## src/rtl/mult_iter_radix_pkg.sv

```systemverilog
// Shared constants for the radix-2^DIGIT_W iterative multiplier: FSM encodings
// and the width helpers used to size the iteration counter.
package mult_iter_radix_pkg;

    localparam logic [1:0] ST_IDLE = 2'd0;
    localparam logic [1:0] ST_RUN  = 2'd1;
    localparam logic [1:0] ST_HOLD = 2'd2;

    function automatic int clog2(input int value);
        int res;
        res = 0;
        while ((1 << res) < value) res++;
        return res;
    endfunction

    function automatic int calc_n_iter(input int b_w, input int digit_w);
        return (b_w + digit_w - 1) / digit_w;
    endfunction

    // The counter must be able to hold N_ITER itself, as reported by iter_used.
    function automatic int calc_cnt_w(input int n_iter);
        return clog2(n_iter + 1);
    endfunction

endpackage

```

## src/rtl/mult_digit_pp.sv

```systemverilog
// Partial product of the shifted multiplicand and one DIGIT_W-bit digit of B,
// truncated to the full product width.
module mult_digit_pp #(
    parameter int A_W     = 130,
    parameter int B_W     = 128,
    parameter int DIGIT_W = 4
) (
    input  logic [A_W+B_W-1:0] a_sh_i,
    input  logic [DIGIT_W-1:0] digit_i,
    output logic [A_W+B_W-1:0] pp_o
);

    localparam int P_W = A_W + B_W;

    logic [P_W-1:0] digit_ext;

    assign digit_ext = P_W'(digit_i);
    assign pp_o      = a_sh_i * digit_ext;

endmodule

```

## src/rtl/mult_iter_radix.sv

```systemverilog
// Iterative unsigned multiplier retiring DIGIT_W bits of B per cycle, with
// valid/ready handshakes, synchronous abort and optional early exit.
module mult_iter_radix
    import mult_iter_radix_pkg::*;
#(
    parameter int A_W        = 130,
    parameter int B_W        = 128,
    parameter int DIGIT_W    = 4,
    parameter int EARLY_EXIT = 1,
    localparam int N_ITER    = calc_n_iter(B_W, DIGIT_W),
    localparam int CNT_W     = calc_cnt_w(N_ITER)
) (
    input  logic                 clk,
    input  logic                 reset_n,
    input  logic                 in_valid,
    output logic                 in_ready,
    input  logic [A_W-1:0]       a_in,
    input  logic [B_W-1:0]       b_in,
    input  logic                 abort,
    output logic                 out_valid,
    input  logic                 out_ready,
    output logic [A_W+B_W-1:0]   product_out,
    output logic                 busy,
    output logic [CNT_W-1:0]     iter_used
);

    localparam int P_W  = A_W + B_W;
    localparam int BR_W = N_ITER * DIGIT_W;

    logic [1:0]       state_q, state_d;
    logic [P_W-1:0]   acc_q, acc_d;
    logic [P_W-1:0]   a_sh_q, a_sh_d;
    logic [BR_W-1:0]  b_rem_q, b_rem_d;
    logic [CNT_W-1:0] cnt_q, cnt_d;
    logic [P_W-1:0]   product_q, product_d;
    logic [CNT_W-1:0] iter_q, iter_d;
    logic             out_valid_q, out_valid_d;

    logic [P_W-1:0]   pp;
    logic [P_W-1:0]   sum;
    logic [BR_W-1:0]  b_next;
    logic             finish;

    mult_digit_pp #(
        .A_W     (A_W),
        .B_W     (B_W),
        .DIGIT_W (DIGIT_W)
    ) u_pp (
        .a_sh_i  (a_sh_q),
        .digit_i (b_rem_q[DIGIT_W-1:0]),
        .pp_o    (pp)
    );

    assign sum    = acc_q + pp;
    assign b_next = b_rem_q >> DIGIT_W;
    // The digit being consumed now is already folded into sum, so finishing here loses nothing.
    assign finish = (cnt_q == CNT_W'(N_ITER - 1)) || ((EARLY_EXIT != 0) && (b_next == '0));

    always_comb begin
        // NOTE: every next-state value defaults to its current value first, so no path infers a latch.
        state_d     = state_q;
        acc_d       = acc_q;
        a_sh_d      = a_sh_q;
        b_rem_d     = b_rem_q;
        cnt_d       = cnt_q;
        product_d   = product_q;
        iter_d      = iter_q;
        out_valid_d = out_valid_q;

        case (state_q)
            ST_IDLE: begin
                if (in_valid && !abort) begin
                    acc_d   = '0;
                    a_sh_d  = P_W'(a_in);
                    b_rem_d = BR_W'(b_in);
                    cnt_d   = '0;
                    state_d = ST_RUN;
                end
            end
            ST_RUN: begin
                if (abort) begin
                    state_d = ST_IDLE;
                end else begin
                    acc_d   = sum;
                    a_sh_d  = a_sh_q << DIGIT_W;
                    b_rem_d = b_next;
                    cnt_d   = cnt_q + 1'b1;
                    if (finish) begin
                        product_d   = sum;
                        iter_d      = cnt_q + 1'b1;
                        out_valid_d = 1'b1;
                        state_d     = ST_HOLD;
                    end
                end
            end
            ST_HOLD: begin
                if (abort || out_ready) begin
                    out_valid_d = 1'b0;
                    state_d     = ST_IDLE;
                end
            end
            default: state_d = ST_IDLE;
        endcase
    end

    always_ff @(posedge clk) begin
        // NOTE: non-blocking assignments so every register updates from pre-edge values.
        if (!reset_n) begin
            state_q     <= ST_IDLE;
            acc_q       <= '0;
            a_sh_q      <= '0;
            b_rem_q     <= '0;
            cnt_q       <= '0;
            product_q   <= '0;
            iter_q      <= '0;
            out_valid_q <= 1'b0;
        end else begin
            state_q     <= state_d;
            acc_q       <= acc_d;
            a_sh_q      <= a_sh_d;
            b_rem_q     <= b_rem_d;
            cnt_q       <= cnt_d;
            product_q   <= product_d;
            iter_q      <= iter_d;
            out_valid_q <= out_valid_d;
        end
    end

    assign in_ready    = (state_q == ST_IDLE);
    assign busy        = (state_q == ST_RUN);
    assign out_valid   = out_valid_q;
    assign product_out = product_q;
    assign iter_used   = iter_q;

endmodule

```

## config.mk

```make
export PLATFORM = sky130hd
export DESIGN_NAME = mult_iter_radix
export DESIGN_NICKNAME = d
export VERILOG_FILES = /design/src/rtl/mult_iter_radix_pkg.sv /design/src/rtl/mult_digit_pp.sv /design/src/rtl/mult_iter_radix.sv
export SDC_FILE = /design/constraint.sdc
export NUM_CORES = 2
export LEC_CHECK = 0
export CAP_MARGIN = 25
export CORE_UTILIZATION = 60
export CTS_BUF_LIST = sky130_fd_sc_hd__clkbuf_4 sky130_fd_sc_hd__clkbuf_8
export CTS_CLUSTER_DIAMETER = 60
export DETAILED_ROUTE_END_ITERATION = 10
export PLACE_DENSITY = 0.81
export SLEW_MARGIN = 20
export SYNTH_ARGS = -nofsm -noshare
export SYNTH_HDL_FRONTEND = slang
export SYNTH_SLANG_ARGS = --single-unit
```

## constraint.sdc

```tcl
create_clock -name clk -period 6.8 [get_ports clk]
set_input_delay 1.36 -clock clk [delete_from_list [all_inputs] [get_ports clk]]
set_output_delay 1.36 -clock clk [all_outputs]
set_load 0.03 [all_outputs]
```

==> run_results.csv <==
group,metric,value,unit
clock_network,cts_tree,"yes",
power_and_ir_drop,p_per_area,147,nW/um2
sta,finalCritPeriodShare,99.0,%
global_routing,grt_pass1_vias,75800,
drt,drt_iter0_drc,9145,
place,numPortBuffers,529,
sta,tightestPinTransition,1.12,ns
critical_path,r2r_start,"b_rem_q[1]",
critical_path,crit_path_end_kind,"flop",
synthesis,syn_area_per_cell,7.81,um2
clock_network,path_clk_slew,0.06,ns
critical_path,cp-start-kind,"flop",
synthesis,async_flop_share,0,%
sta,hold_viol_final,0,
synthesis,syn_nets,11400,
synthesis,yosys_warnings,0,
final_layout,nets,11800,
critical_path,rr_worst_depth,23,
synthesis,ys_top_cells_by_count,"nand2_1 (1583), inv_1 (1150), and2_1 (981), dfxtp_1 (917), a21oi_1 (829)",
final_layout,area_growth,15.2,%
power_and_ir_drop,p_seq_share,42.4,%
floorplanning,die-area,133000,um2
global_routing,antenna_found_initial,17,
synthesis,netlist_area,79100,um2
drt,wl_per_cell,23.3,um
clock_network,clock_path_buffers,3,
final_layout,fin_area,91100,um2
floorplanning,core_area,130000,um2
synthesis,synth_cells,10100,
sta,slew_violations,0,
critical_path,critPathRequiredTime,7.65,ns
hold_path,hp-class,"flop to flop",
drt,via_per_inst,6.21,
sta,rsz0062_at_grt,"true",
sta,maxSlewHeadroom,25.4,%
outcome,status,"completed",
clock_network,cts-root-buf,"clkbuf_8",
place,gp_congestion,1.15,
global_routing,grt_remaining_overflow,0,
critical_path,crit_path_end,"product_out[239]",
power_and_ir_drop,intPower,9.41,mW
clock_network,cts_buffers,165,
final_layout,fin_cells,12400,
drt,via_count,77200,
global_routing,grt_use_total,43.2,%
critical_path,crit_arrival,7.58,ns
power_and_ir_drop,power.total,13.4,mW
power_and_ir_drop,ir_drop,0.206,mV
clock_network,cts_htree_levels,4,
clock_network,postCtsHoldBufs,0,
sta,whs,0.450,ns
floorplanning,placementRows,132,
synthesis,yosysTopAreaCellShare,23.2,%
critical_path,critPathKind,"flop to flop",
synthesis,netlist_top_cells_area,"dfxtp_1 (23%), fa_1 (19%), and2_1 (7.8%), nand2_1 (7.5%), inv_1 (5.5%)",
clock_network,clock_latency,0.96,ns
synthesis,synthFlopType,"dfxtp_1",
global_routing,grt_pass1_wl,444000,um
run,drv_cap,0,
synthesis,synth_edf_count,0,
sta,fmax,149,MHz
critical_path,cp_max_fo,98,
power_and_ir_drop,p_comb_share,13.1,%
floorplanning,die_x,365,um
global_routing,grt_start_max_net_pins,203,
synthesis,ys_seq_area_share,23.2,%
place,post-dp-hpwl,226000,um
critical_path,r2r_end,"product_out[239]",
place,place_area,87100,um2
place,place_inst,12100,
power_and_ir_drop,total_leakage_power,39.1,nW
critical_path,critPathLaunch,"b_rem_q[1]",
synthesis,ys_types,95,
drt,drc,0,
synthesis,ys_seq_elements,917,
drt,firstDrtPassIters,9,
power_and_ir_drop,p_sw,3.96,mW
power_and_ir_drop,p_sw_share,29.6,%
drt,wl,290000,um
drt,ant_nets,0,
floorplanning,ios,530,
clock_network,cts.sinks,917,
final_layout,drive_gt1_share,7.17,%
sta,fin_crit,6.73,ns
synthesis,synth.largest_area_cell,"dfxtp_1",
synthesis,synth.most_common_cell,"nand2_1",
critical_path,r2r_slack,0.07,ns
floorplanning,start_util,60.8,%
sta,fin_skew,0.0465,ns
sta,finalSetupViolCount,0,
power_and_ir_drop,p_clk_share,44.5,%
floorplanning,die_h,365,um
stage by stage:
stage	util, %	setup TNS, ns	setup slack, ns
4_1_cts	69.8	0	0.0171
6_report	70.0	0	0.0663
5_1_grt	70.0	-0.211	-0.0505
3_3_place_gp	66.9	-0.358	-0.161
2_1_floorplan	-	0	1.31
3_5_place_dp	66.9	-0.190	-0.0764
worst max-delay path, cell delays in order, from the launching register on:
cell and delay [ns]:
dfxtp_4 0.36, buf_12 0.18, and2_1 0.27, fa_1 0.46, fa_1 0.51, inv_1 0.05, fa_1 0.48, inv_1 0.05
ha_1 0.30, a21oi_1 0.21, o21ai_0 0.18, a221oi_1 0.47, o31ai_1 0.36, a211o_1 0.34, a211o_1 0.32, o2111ai_1 0.23
buf_4 0.18, a21oi_1 0.09, buf_4 0.16, nor3_1 0.56, o21ai_1 0.17, xor2_1 0.30, nand2_1 0.10, a21oi_1 0.15
per-layer routing:
| layer | part of all wire, % | track usage, % | wire [um] |
|---|---|---|---|
| met1 | 40 | 58.2 | 116000 |
| met5 | 0.040 | 0 | 115 |
| met4 | 4.9 | 19.1 | 14200 |
| met2 | 43 | 64.8 | 125000 |
| met3 | 12 | 11.9 | 34900 |
registers in the layout, summed over array words and instances (netlist names):
name and cells:
out_valid 1, iter_used 6, acc_q 258, b_rem_q 128, cnt_q 6, a_sh_q 258
state_q 2, product_out 258
layout by cell type (no fill, tap or decap), types with 17 or more instances in the layout:
cell type,synthesis,layout
clkbuf_8,0,207
a311oi_1,250,250
o21bai_1,83,82
a21oi_1,829,826
dfxtp_1,917,913
a31oi_1,38,35
nor2_1,723,717
a21o_1,106,106
clkdlybuf4s50_1,0,528
nor3_1,79,75
a22oi_1,105,105
o21ai_0,309,308
or2_2,18,18
o21ai_1,43,43
nand2b_1,19,18
inv_1,1150,1150
nand2_1,1583,1582
and4_1,17,17
nand4_1,166,166
buf_12,0,23
and2_1,981,980
clkbuf_4,0,36
nor4_1,61,56
clkinv_2,0,22
nand3_1,213,212
fa_1,764,764
xor2_1,107,106
a22o_1,176,176
o31ai_1,32,31
a21boi_0,29,28
or3_1,19,19
a211oi_1,30,30
ha_1,262,262
o21a_1,36,35
buf_4,3,326
xnor2_1,156,153
repair_timing:
action                     4_1_cts  5_1_grt
pin swaps                        0        1
resized for setup                4       35
setup endpoints to repair        6       82
setup buffers                    0        1
area by class of cell:
type	instances	area, um2
Timing Repair Buffer	883	8290
Multi-Input combinational cell	7434	54200
Clock inverter	56	599
Tap cell	1742	2180
Fill cell	10400	39000
Sequential cell	917	18400
Antenna cell	4	10.0
Clock buffer	243	3120
Inverter	1152	4340
cells by family (layout without fill, tap and decap cells):
| logic type | Yosys count | after routing | synth area share, % |
|---|---|---|---|
| simple gates | 3938 | 3938 | 23.6 |
| buf+inv | 1778 | 2334 | 8.59 |
| flops | 917 | 917 | 23.2 |
| other cells | 0 | 4 | 0 |
| xor+xnor | 263 | 263 | 2.91 |
| fa+ha+maj | 1026 | 1026 | 23.5 |
| compound gates | 2207 | 2207 | 18.2 |
worst min path at each step:
| stage | start | to | slack [ns] | cells past startpoint |
|---|---|---|---|---|
| floorplan | acc_q[154] | acc_q[154] | 0.43 | 2 |
| global placement | product_out[184] | product_out[184] | 0.44 | 2 |
| detailed placement | product_out[187] | product_out[187] | 0.44 | 2 |
| CTS | product_out[187] | product_out[187] | 0.45 | 2 |
| global route | product_out[187] | product_out[187] | 0.46 | 2 |
| finish | product_out[187] | product_out[187] | 0.45 | 2 |
power by group through the flow:
stage,registers [mW],clock network (mW),logic [mW]
2_1_floorplan,5.70,0,1.10
3_3_place_gp,5.77,0,1.65
3_5_place_dp,5.78,0,1.69
4_1_cts,5.66,5.95,1.71
5_1_grt,5.68,6.20,1.89
6_report,5.67,5.95,1.75
(Power assumes the default switching activity.)
